## src/rtl/adxl_spi_pkg.sv

```systemverilog
// adxl_spi_pkg: shared definitions for the ADXL345 SPI link.
//   - FSM state enum for spi_master_phy
//   - command packet field positions
//   - frame / RX byte lengths and the default SCLK half-period
package adxl_spi_pkg;

    typedef enum logic [2:0] {
        StIdle,
        StSetup,
        StShift,
        StHold,
        StDone,
        StRelease
    } spi_state_e;

    // Command packet layout
    localparam int unsigned RW_BIT  = 15;
    localparam int unsigned MB_BIT  = 14;
    localparam int unsigned ADDR_HI = 13;
    localparam int unsigned ADDR_LO = 8;
    localparam int unsigned DATA_HI = 7;
    localparam int unsigned DATA_LO = 0;

    localparam int unsigned FRAME_LEN = 16;
    localparam int unsigned RX_LEN    = 8;

    // 25 clk cycles per SCLK half-period: 1 MHz SCLK from 50 MHz
    localparam int unsigned CLK_DIV_DEFAULT = 25;

endpackage

```

## src/rtl/spi_tick_gen.sv

```systemverilog
// spi_tick_gen: half-period down-counter for the SPI engine.
//   clk_i    system clock
//   rst_n_i  asynchronous active-low reset
//   clr_i    reload counter to H-1 (suppresses tick)
//   tick_o   1-cycle pulse every H cycles after clr_i is released
module spi_tick_gen #(
    parameter int unsigned H = 25
) (
    input  logic clk_i,
    input  logic rst_n_i,
    input  logic clr_i,
    output logic tick_o
);

    localparam logic [7:0] RELOAD = 8'(H - 1);

    logic [7:0] r_cnt;

    always_ff @(posedge clk_i or negedge rst_n_i) begin
        if (!rst_n_i) begin
            r_cnt <= RELOAD;
        end else if (clr_i || (r_cnt == 8'd0)) begin
            r_cnt <= RELOAD;
        end else begin
            r_cnt <= r_cnt - 8'd1;
        end
    end

    assign tick_o = (r_cnt == 8'd0) && !clr_i;

endmodule

```

## src/rtl/spi_master_phy.sv

```systemverilog
// spi_master_phy: SPI mode-3 master for the ADXL345 link.
// Shifts a 16-bit command out MSB first and captures the last 8 MISO bits.
//   clk_i     system clock
//   rst_n_i   asynchronous active-low reset
//   req_i     transfer request (level), latched in IDLE
//   pachet_i  16-bit command packet
//   ack_o     1-cycle pulse, frame done, pachet_o valid
//   pachet_o  byte captured on MISO during bits 7..0
//   cs_n_o    chip select, active low
//   sclk_o    SPI clock, idles high
//   mosi_o    SPI data out
//   miso_i    SPI data in (already synchronised)
module spi_master_phy
    import adxl_spi_pkg::*;
#(
    parameter int unsigned CLK_DIV = CLK_DIV_DEFAULT
) (
    input  logic        clk_i,
    input  logic        rst_n_i,
    input  logic        req_i,
    input  logic [15:0] pachet_i,
    output logic        ack_o,
    output logic [7:0]  pachet_o,
    output logic        cs_n_o,
    output logic        sclk_o,
    output logic        mosi_o,
    input  logic        miso_i
);

    localparam logic [3:0] LAST_BIT     = 4'(FRAME_LEN - 1);
    localparam logic [3:0] FIRST_RX_BIT = 4'(FRAME_LEN - RX_LEN);

    spi_state_e            r_state;
    logic [FRAME_LEN-1:0]  r_tx;
    logic [RX_LEN-1:0]     r_rx;
    logic [RX_LEN-1:0]     r_pachet;
    logic [3:0]            r_bit;
    logic                  r_cs_n;
    logic                  r_sclk;
    logic                  r_mosi;
    logic                  r_ack;
    logic                  r_req_low;
    logic                  r_waited;

    logic                  w_tick;
    logic                  w_clr;

    // Divider is held in reload while idle so the first tick lands H cycles after E0.
    // It then free-runs for the rest of the frame, giving ticks at E0 + n*H.
    assign w_clr = (r_state == StIdle);

    spi_tick_gen #(
        .H (CLK_DIV)
    ) u_tick (
        .clk_i   (clk_i),
        .rst_n_i (rst_n_i),
        .clr_i   (w_clr),
        .tick_o  (w_tick)
    );

    always_ff @(posedge clk_i or negedge rst_n_i) begin
        if (!rst_n_i) begin
            r_state   <= StIdle;
            r_tx      <= '0;
            r_rx      <= '0;
            r_pachet  <= '0;
            r_bit     <= '0;
            r_cs_n    <= 1'b1;
            r_sclk    <= 1'b1;
            r_mosi    <= 1'b0;
            r_ack     <= 1'b0;
            r_req_low <= 1'b0;
            r_waited  <= 1'b0;
        end else begin
            r_ack <= 1'b0;
            unique case (r_state)
                StIdle: begin
                    if (req_i) begin
                        r_tx      <= pachet_i;
                        r_cs_n    <= 1'b0;
                        r_bit     <= '0;
                        r_req_low <= 1'b0;
                        r_waited  <= 1'b0;
                        r_state   <= StSetup;
                    end
                end
                StSetup: begin
                    if (w_tick) begin
                        // Falling edge of bit 0
                        r_sclk  <= 1'b0;
                        r_mosi  <= r_tx[FRAME_LEN-1];
                        r_tx    <= {r_tx[FRAME_LEN-2:0], 1'b0};
                        r_state <= StShift;
                    end
                end
                StShift: begin
                    if (w_tick) begin
                        if (!r_sclk) begin
                            // Rising edge: sample MISO, keep only the data-phase bits
                            r_sclk <= 1'b1;
                            if (r_bit >= FIRST_RX_BIT) begin
                                r_rx <= {r_rx[RX_LEN-2:0], miso_i};
                            end
                            if (r_bit == LAST_BIT) begin
                                r_state <= StHold;
                            end
                        end else begin
                            r_sclk <= 1'b0;
                            r_mosi <= r_tx[FRAME_LEN-1];
                            r_tx   <= {r_tx[FRAME_LEN-2:0], 1'b0};
                            r_bit  <= r_bit + 4'd1;
                        end
                    end
                end
                StHold: begin
                    if (w_tick) begin
                        r_cs_n   <= 1'b1;
                        r_mosi   <= 1'b0;
                        r_pachet <= r_rx;
                        r_ack    <= 1'b1;
                        r_state  <= StDone;
                    end
                end
                StDone: begin
                    if (!req_i) begin
                        r_req_low <= 1'b1;
                    end
                    r_state <= StRelease;
                end
                StRelease: begin
                    if (!req_i) begin
                        r_req_low <= 1'b1;
                    end
                    if (w_tick) begin
                        r_waited <= 1'b1;
                    end
                    // Leave only after the CS-high gap and once the request was dropped
                    if ((w_tick || r_waited) && (r_req_low || !req_i)) begin
                        r_state <= StIdle;
                    end
                end
                default: r_state <= StIdle;
            endcase
        end
    end

    assign ack_o    = r_ack;
    assign pachet_o = r_pachet;
    assign cs_n_o   = r_cs_n;
    assign sclk_o   = r_sclk;
    assign mosi_o   = r_mosi;

endmodule

```

## config.mk

```make
export PLATFORM = sky130hd
export DESIGN_NAME = spi_master_phy
export DESIGN_NICKNAME = d
export VERILOG_FILES = /design/src/rtl/adxl_spi_pkg.sv /design/src/rtl/spi_tick_gen.sv /design/src/rtl/spi_master_phy.sv
export SDC_FILE = /design/constraint.sdc
export NUM_CORES = 1
export LEC_CHECK = 0
export ABC_AREA = 1
export CAP_MARGIN = 20
export CORE_ASPECT_RATIO = 1.25
export CORE_MARGIN = 5
export CORE_UTILIZATION = 25
export CTS_CLUSTER_SIZE = 28
export DETAILED_ROUTE_END_ITERATION = 16
export DONT_BUFFER_PORTS = 1
export GPL_TIMING_DRIVEN = 0
export PLACE_DENSITY = 0.37
export SETUP_SLACK_MARGIN = 0.4
export SYNTH_ARGS = -nofsm -noshare
export SYNTH_HDL_FRONTEND = slang
export SYNTH_HIERARCHICAL = 1
export SYNTH_SLANG_ARGS = --single-unit
```

## constraint.sdc

```tcl
create_clock -name clk_i -period 4.9 [get_ports clk_i]
set_clock_uncertainty 0.05 [all_clocks]
set_input_delay 1.225 -clock clk_i [delete_from_list [all_inputs] [get_ports clk_i]]
set_output_delay 1.225 -clock clk_i [all_outputs]
set_load 0.02 [all_outputs]
```

==> key figures, run 1 <==
Timing
  – Number of setup violations in the final report: 0
  – Worst-Margin Slew: 0.415 ns
  – Final worst-path cycle share: 0.481
  – Final Hold Vio Count: 0
  – Final Worst Setup Slack: 2.54 ns
  – Post-layout min period: 2.36 ns
  – Max Slew Vio Count: 0
  – RSZ-0062 raised after global routing: no
  – Fmax: 0.424 GHz
  – Setup TNS: 0 ns
  – Slew Limit Headroom: 0.722

Clock tree
  – Postcts setup bufs: 0
  – Post-CTS sizing: 0
  – Hold Buf Count CTS: 0
  – TritonCTS buffer count: 5
  – CTS tree: yes
  – CTS H-tree depth: 2
  – CTS sink cnt: 53
  – CTS root buffer: clkbuf_16
  – Clock Latency Late Sink: 0.29 ns
  – Clk buf depth: 2
  – Worst-path clk slew: 0.07 ns

Synthesis
  – Post-synth EDFFs: 0
  – Ys async rst share: 1.00
  – Synthesized cell area: 2750 um2
  – Post-Synthesis Cells: 345
  – YS warnings: 6
  – Main synth FF type: dfrtp_1
  – Distinct cells, synth: 28
  – Register area share after synthesis: 0.484
  – Mapped Avg Cell Area: 7.97 um2
  – Syn Nets: 369
  – #FFs+latches synth: 53

Place
  – Post-DP HPWL: 4.25 mm
  – Dpl cells: 477
  – Port bufs: 0
  – Pre-CTS setup slack: 2.53 ns
  – Gpl congestion: 0.793

Power
  – PD cells: 619 nW/um2
  – Static Leak: 1.57 nW
  – Maximum VDD drop: 0.174 mV

Die
  – Initial Util: 0.258
  – Chip width: 104 um
  – Core Rows: 42
  – DIE AREA: 13200 um2
  – Ports: 32
  – Core region area: 10700 um2
  – Chip Height: 127 um

Finish
  – # diodes: 0
  – Layout Area Growth over Synthesis: 11.5%
  – Non-filler cells, final: 485
  – Nets: 376
  – Most frequent cells in the layout: 136 x nand2_1, 49 x dfrtp_1, 36 x o21ai_0
  – Most common cell after layout, fill and taps aside: nand2_1
  – Ratio of cells with drive above 1 in the final layout: 0.139

Routing
  – Routed vias: 2096
  – Drt drc: 0
  – 1st-pass router iterations: 4
  – WL/cell: 12.7 um
  – Post-route antenna net violation count: 0
  – DR iter-0 viols: 100
  – Final wirelength: 6.17 mm
  – Via-per-instance ratio: 4.32

Worst setup path
  – Worst endpoint required time: 5.08 ns
  – Setup crit start kind: register
  – Biggest cell delay along the critical path: 0.37 ns
  – CP Class: register to register
  – CP Capture Type: register
  – Critical path, cell by cell: inv_1 -> ha_1 -> nand4_4 -> nor2_1 -> inv_1 -> nand3_1 -> nand2_2 -> nor2_4 -> buf_6 -> nand2_1 -> nand2_1
  – Slowest-stage cell, CP: dfrtp_1
  – Crit path DAT: 2.54 ns
  – CP Max Fanout: 10

Global route
  – First-pass GRT wire length: 10.5 mm
  – Initial antenna violation count: 0
  – Grt ovf: 0
  – Vias in the first global route: 2146
  – Pin count of the biggest net entering global routing: 54
  – Tot GR Track Use: 0.0960

Run status
  – Status: finished, final reports clean

Job
  – Max Cap Viol: 0

Worst hold path
  – Worst Hold Class: register to register
## logic make-up after synthesis
kind of cell | after synthesis | share of synthesized area
buffers and inverters | 46 | 0.0787
flip-flops | 53 | 0.484
adder cells (fa/ha/maj) | 4 | 0.0182
AO/OA/AOI/OAI | 43 | 0.0819
XOR/XNOR | 4 | 0.0127
AND/OR/NAND/NOR | 195 | 0.324
## worst max-delay path, delay by kind of cell (launching register included)
family,cells,cell delay (ns)
adder cells (fa/ha/maj),1,0.20
buffers and inverters,3,0.46
flip-flops,1,0.37
AND/OR/NAND/NOR,7,1.20
## routing by layer
layer,vias up,GRT usage,share of wire
li1,1082,-,-
met1,978,0.123,0.48
met2,30,0.153,0.45
met3,6,0.0267,0.047
met4,0,0.0412,0.017
met5,-,0,0
## flip-flops by register name, indices dropped and copies added (netlist names), 3 cells and up
name and count:
pachet_o 8, r_state 3, r_bit 4, r_tx 16, r_rx 8, u_tick/r_cnt 8
## metrics by stage
step | instance area [um2] | total power (W) | util | hold WS [ns]
after floorplan | 2750 | 0.00134 | - | 0.353
after global placement | 2920 | 0.00155 | 0.273 | 0.367
after detailed placement | 2920 | 0.00156 | 0.273 | 0.363
after CTS | 3070 | 0.00194 | 0.287 | 0.374
after global routing | 3070 | 0.00208 | 0.287 | 0.387
final | 3070 | 0.00190 | 0.287 | 0.371
## path summary, 6_finish.rpt
path,from,end,slack [ns],depth (start not counted)
setup reg to reg,u_tick/r_cnt[0],r_tx[2],2.54,11
setup / recovery,u_tick/r_cnt[0],r_tx[2],2.54,11
max in group asynchronous,rst_n_i,u_tick/r_cnt[4],4.05,0
min in group asynchronous,rst_n_i,pachet_o[5],0.57,0
hold / removal,u_tick/r_cnt[0],u_tick/r_cnt[0],0.37,1
hold reg to reg,u_tick/r_cnt[0],u_tick/r_cnt[0],0.37,1
## final cells by class
| class | count | area, um2 |
|---|---|---|
| clock buffers | 5 | 125 |
| inverters | 37 | 141 |
| fillers | 1163 | 7600 |
| well taps | 132 | 165 |
| multi-input cells | 246 | 1200 |
| clock inverters | 3 | 26.3 |
| flip-flops and latches | 53 | 1330 |
| plain buffers | 9 | 75.1 |
## report_power, final
group          internal, W  leakage [nW]  switching [W]
Combinational     0.000289         0.802       0.000595
Clock             0.000193        0.0744       0.000172
Sequential        0.000561         0.690      0.0000869
Total              0.00104          1.57       0.000854
## Yosys cell counts, types with 3 or more instances
library cell | number | area, um2
dfstp_2 | 4 | 105
nor2_4 | 3 | 33.8
nor2_1 | 22 | 82.6
buf_2 | 3 | 15.0
a21oi_1 | 3 | 15.0
nand2_1 | 136 | 510
nand3_1 | 14 | 70.1
buf_4 | 3 | 22.5
o21ai_0 | 36 | 180
inv_1 | 32 | 120
nand2_4 | 4 | 45.0
nor2_2 | 5 | 31.3
inv_2 | 4 | 15.0
nand2_2 | 4 | 25.0
dfrtp_1 | 49 | 1230
ha_1 | 4 | 50.1
Power figures use the tool's default switching activity.
==> run 2: changes to the inputs <==
--- a/config.mk
+++ b/config.mk
@@ -14,7 +14,7 @@
 export DETAILED_ROUTE_END_ITERATION = 16
 export DONT_BUFFER_PORTS = 1
 export GPL_TIMING_DRIVEN = 0
-export PLACE_DENSITY = 0.37
+export PLACE_DENSITY = 0.39
 export SETUP_SLACK_MARGIN = 0.4
 export SYNTH_ARGS = -nofsm -noshare
 export SYNTH_HDL_FRONTEND = slang
==> constraint.sdc (replaced) <==
create_clock -name clk_i -period 2.1 [get_ports clk_i]
set_clock_uncertainty 0.05 [all_clocks]
set_input_delay 0.525 -clock clk_i [delete_from_list [all_inputs] [get_ports clk_i]]
set_output_delay 0.525 -clock clk_i [all_outputs]
set_load 0.02 [all_outputs]
==> key figures, run 2 (synthesis results as in run 1) <==
Run status
  – Status: complete, but fails checks (was finished, final reports clean)
  – Failing checks: hold timing

Die
  – Core Rows: 42 (unchanged)
  – Chip width: 104 um (unchanged)
  – Core region area: 10700 um2 (unchanged)
  – Initial Util: 0.258 (unchanged)
  – Ports: 32 (unchanged)
  – Chip Height: 127 um (unchanged)
  – DIE AREA: 13200 um2 (unchanged)

Worst setup path
  – CP Class: register to register (unchanged)
  – Slowest-stage cell, CP: dfrtp_1 (unchanged)
  – CP top delay family: simple AND/OR/NAND/NOR gates (unchanged)
  – Buf+Inv Stages, Crit Path: 4 (was 3)
  – R2R cell count: 10 (was 11)
  – Setup crit start kind: register (unchanged)
  – Biggest cell delay along the critical path: 0.39 ns (was 0.37 ns)
  – Critical path, cell by cell: inv_2 -> ha_4 -> nand4_4 -> nor2_4 -> buf_6 -> buf_6 -> nand2_4 -> nor2_8 -> clkbuf_16 -> o21ai_0 (was inv_1 -> ha_1 -> nand4_4 -> nor2_1 -> inv_1 -> nand3_1 -> nand2_2 -> nor2_4 -> buf_6 -> nand2_1 -> nand2_1)
  – Worst endpoint required time: 2.24 ns (was 5.08 ns)
  – Worst r2r src: u_tick/r_cnt[1] (was u_tick/r_cnt[0])
  – Most frequent cell on the critical path: buf_6
  – CP Capture Type: register (unchanged)
  – Reg-to-Reg End: r_rx[3] (was r_tx[2])
  – CP Max Fanout: 5 (was 10)
  – Crit path DAT: 1.91 ns (was 2.54 ns)
  – R2R Setup Slk: 0.33 ns (was 2.54 ns)

Timing
  – Worst-Margin Slew: 0.256 ns (was 0.415 ns)
  – Post-layout min period: 1.77 ns (was 2.36 ns)
  – Final worst-path cycle share: 0.842 (was 0.481)
  – Fmax: 0.566 GHz (was 0.424 GHz)
  – Number of setup violations in the final report: 0 (unchanged)
  – Final Worst Setup Slack: 0.332 ns (was 2.54 ns)
  – Hold Slack: -0.136 ns (was 0.371 ns)
  – Setup TNS: 0 ns (unchanged)
  – Final Hold Vio Count: 49 (was 0)
  – Max Slew Vio Count: 0 (unchanged)
  – RSZ-0062 raised after global routing: yes (was no)
  – Slew Limit Headroom: 0.828 (was 0.722)

Routing
  – Post-route antenna net violation count: 0 (unchanged)
  – WL/cell: 12.6 um (was 12.7 um)
  – Routed vias: 2243 (was 2096)
  – DR iter-0 viols: 72 (was 100)
  – Via-per-instance ratio: 4.37 (was 4.32)
  – Drt drc: 0 (unchanged)
  – Final wirelength: 6.48 mm (was 6.17 mm)
  – 1st-pass router iterations: 4 (unchanged)

Finish
  – Cell area after layout: 3490 um2 (was 3070 um2)
  – Max reg flops: 16 (unchanged)
  – Non-filler cells, final: 513 (was 485)
  – Top reg by flops: r_tx (unchanged)
  – Layout Area Growth over Synthesis: 27.1% (was 11.5%)
  – Ratio of cells with drive above 1 in the final layout: 0.283 (was 0.139)
  – Most common cell after layout, fill and taps aside: nand2_1 (unchanged)
  – Nets: 404 (was 376)
  – Fillers: 1121 (was 1163)
  – # diodes: 0 (unchanged)
  – Post-layout util: 0.328 (was 0.287)
  – Most frequent cells in the layout: 123 x nand2_1, 48 x dfrtp_1, 28 x inv_1 (was 136 x nand2_1, 49 x dfrtp_1, 36 x o21ai_0)

Place
  – Post-DP HPWL: 4.31 mm (was 4.25 mm)
  – Pre-CTS setup slack: 0.0740 ns (was 2.53 ns)
  – Dpl cells: 477 (unchanged)
  – Port bufs: 0 (unchanged)
  – Placed Instance Area: 2960 um2 (was 2920 um2)
  – Gpl congestion: 0.758 (was 0.793)

Power
  – Static Leak: 1.76 nW (was 1.57 nW)
  – PD cells: 1490 nW/um2 (was 619 nW/um2)
  – Maximum VDD drop: 0.443 mV (was 0.174 mV)

Global route
  – First-pass GRT wire length: 11.1 mm (was 10.5 mm)
  – Tot GR Track Use: 0.102 (was 0.0960)
  – Vias in the first global route: 2252 (was 2146)
  – Initial antenna violation count: 0 (unchanged)
  – Pin count of the biggest net entering global routing: 54 (unchanged)
  – Grt ovf: 0 (unchanged)

Clock tree
  – CTS tree: yes (unchanged)
  – CTS sink cnt: 53 (unchanged)
  – Worst-path clk slew: 0.08 ns (was 0.07 ns)
  – TritonCTS buffer count: 5 (unchanged)
  – Clock Latency Late Sink: 0.30 ns (was 0.29 ns)
  – CTS root buffer: clkbuf_16 (unchanged)
  – CTS H-tree depth: 2 (unchanged)
  – Clk buf depth: 2 (unchanged)

Worst hold path
  – Worst Hold Class: primary input to async pin (was register to register)

Job
  – Max Cap Viol: 0 (unchanged)
[run 2: layout make-up]
cell class	instances	area [um2]	share of cell area
Buffer	9	91.3	0.0261
Inverter	37	144	0.0412
Sequential cell	53	1330	0.381
Timing Repair Buffer	28	250	0.0716
Multi-Input combinational cell	246	1340	0.382
Tap cell	132	165	0.0473
Clock inverter	3	50.0	0.0143
Clock buffer	5	125	0.0358
[run 2: repair_timing]
item / 4_1_cts / 5_1_grt
pin swaps: 4 / 11
setup buffers: 14 / 12
cloned: 0 / 2
endpoints found under the setup margin: 34 / 38
endpoints found under the hold margin: 49 / 49
resized for setup: 10 / 48
[run 2: per-stage QoR]
step | hold slack [ns] | total power (W)
after floorplan | 0.179 | 0.00321
after global placement | 0.182 | 0.00369
after detailed placement | 0.182 | 0.00370
after CTS | -0.148 | 0.00497
after global routing | -0.154 | 0.00566
final | -0.136 | 0.00520
[run 2: report_power, final]
| group | total, W | internal [W] | switching (W) |
|---|---|---|---|
| combinational | 0.00270 | 0.00107 | 0.00162 |
| sequential | 0.00151 | 0.00131 | 0.000195 |
| clock | 0.000992 | 0.000574 | 0.000418 |
| total | 0.00520 | 0.00296 | 0.00224 |
[run 2: worst max path at each step]
stage                     cells past startpoint             from  slack (ns)         end
after CTS                                    13  u_tick/r_cnt[0]        0.36  r_state[1]
after detailed placement                     10  u_tick/r_cnt[5]        0.07     r_tx[6]
final                                        10  u_tick/r_cnt[1]        0.33     r_rx[3]
after global placement                       10  u_tick/r_cnt[5]        0.05     r_tx[6]
after floorplan                              12       r_state[2]        0.40    r_tx[10]
after global routing                         11  u_tick/r_cnt[1]        0.25     r_tx[4]
[run 2: layer usage]
metal / vias up / global-route usage / routed length, um
li1: 1141 / - / -
met1: 1071 / 0.119 / 2840
met2: 24 / 0.174 / 3290
met3: 7 / 0.0237 / 220
met4: 0 / 0.0511 / 137
met5: - / 0 / 0
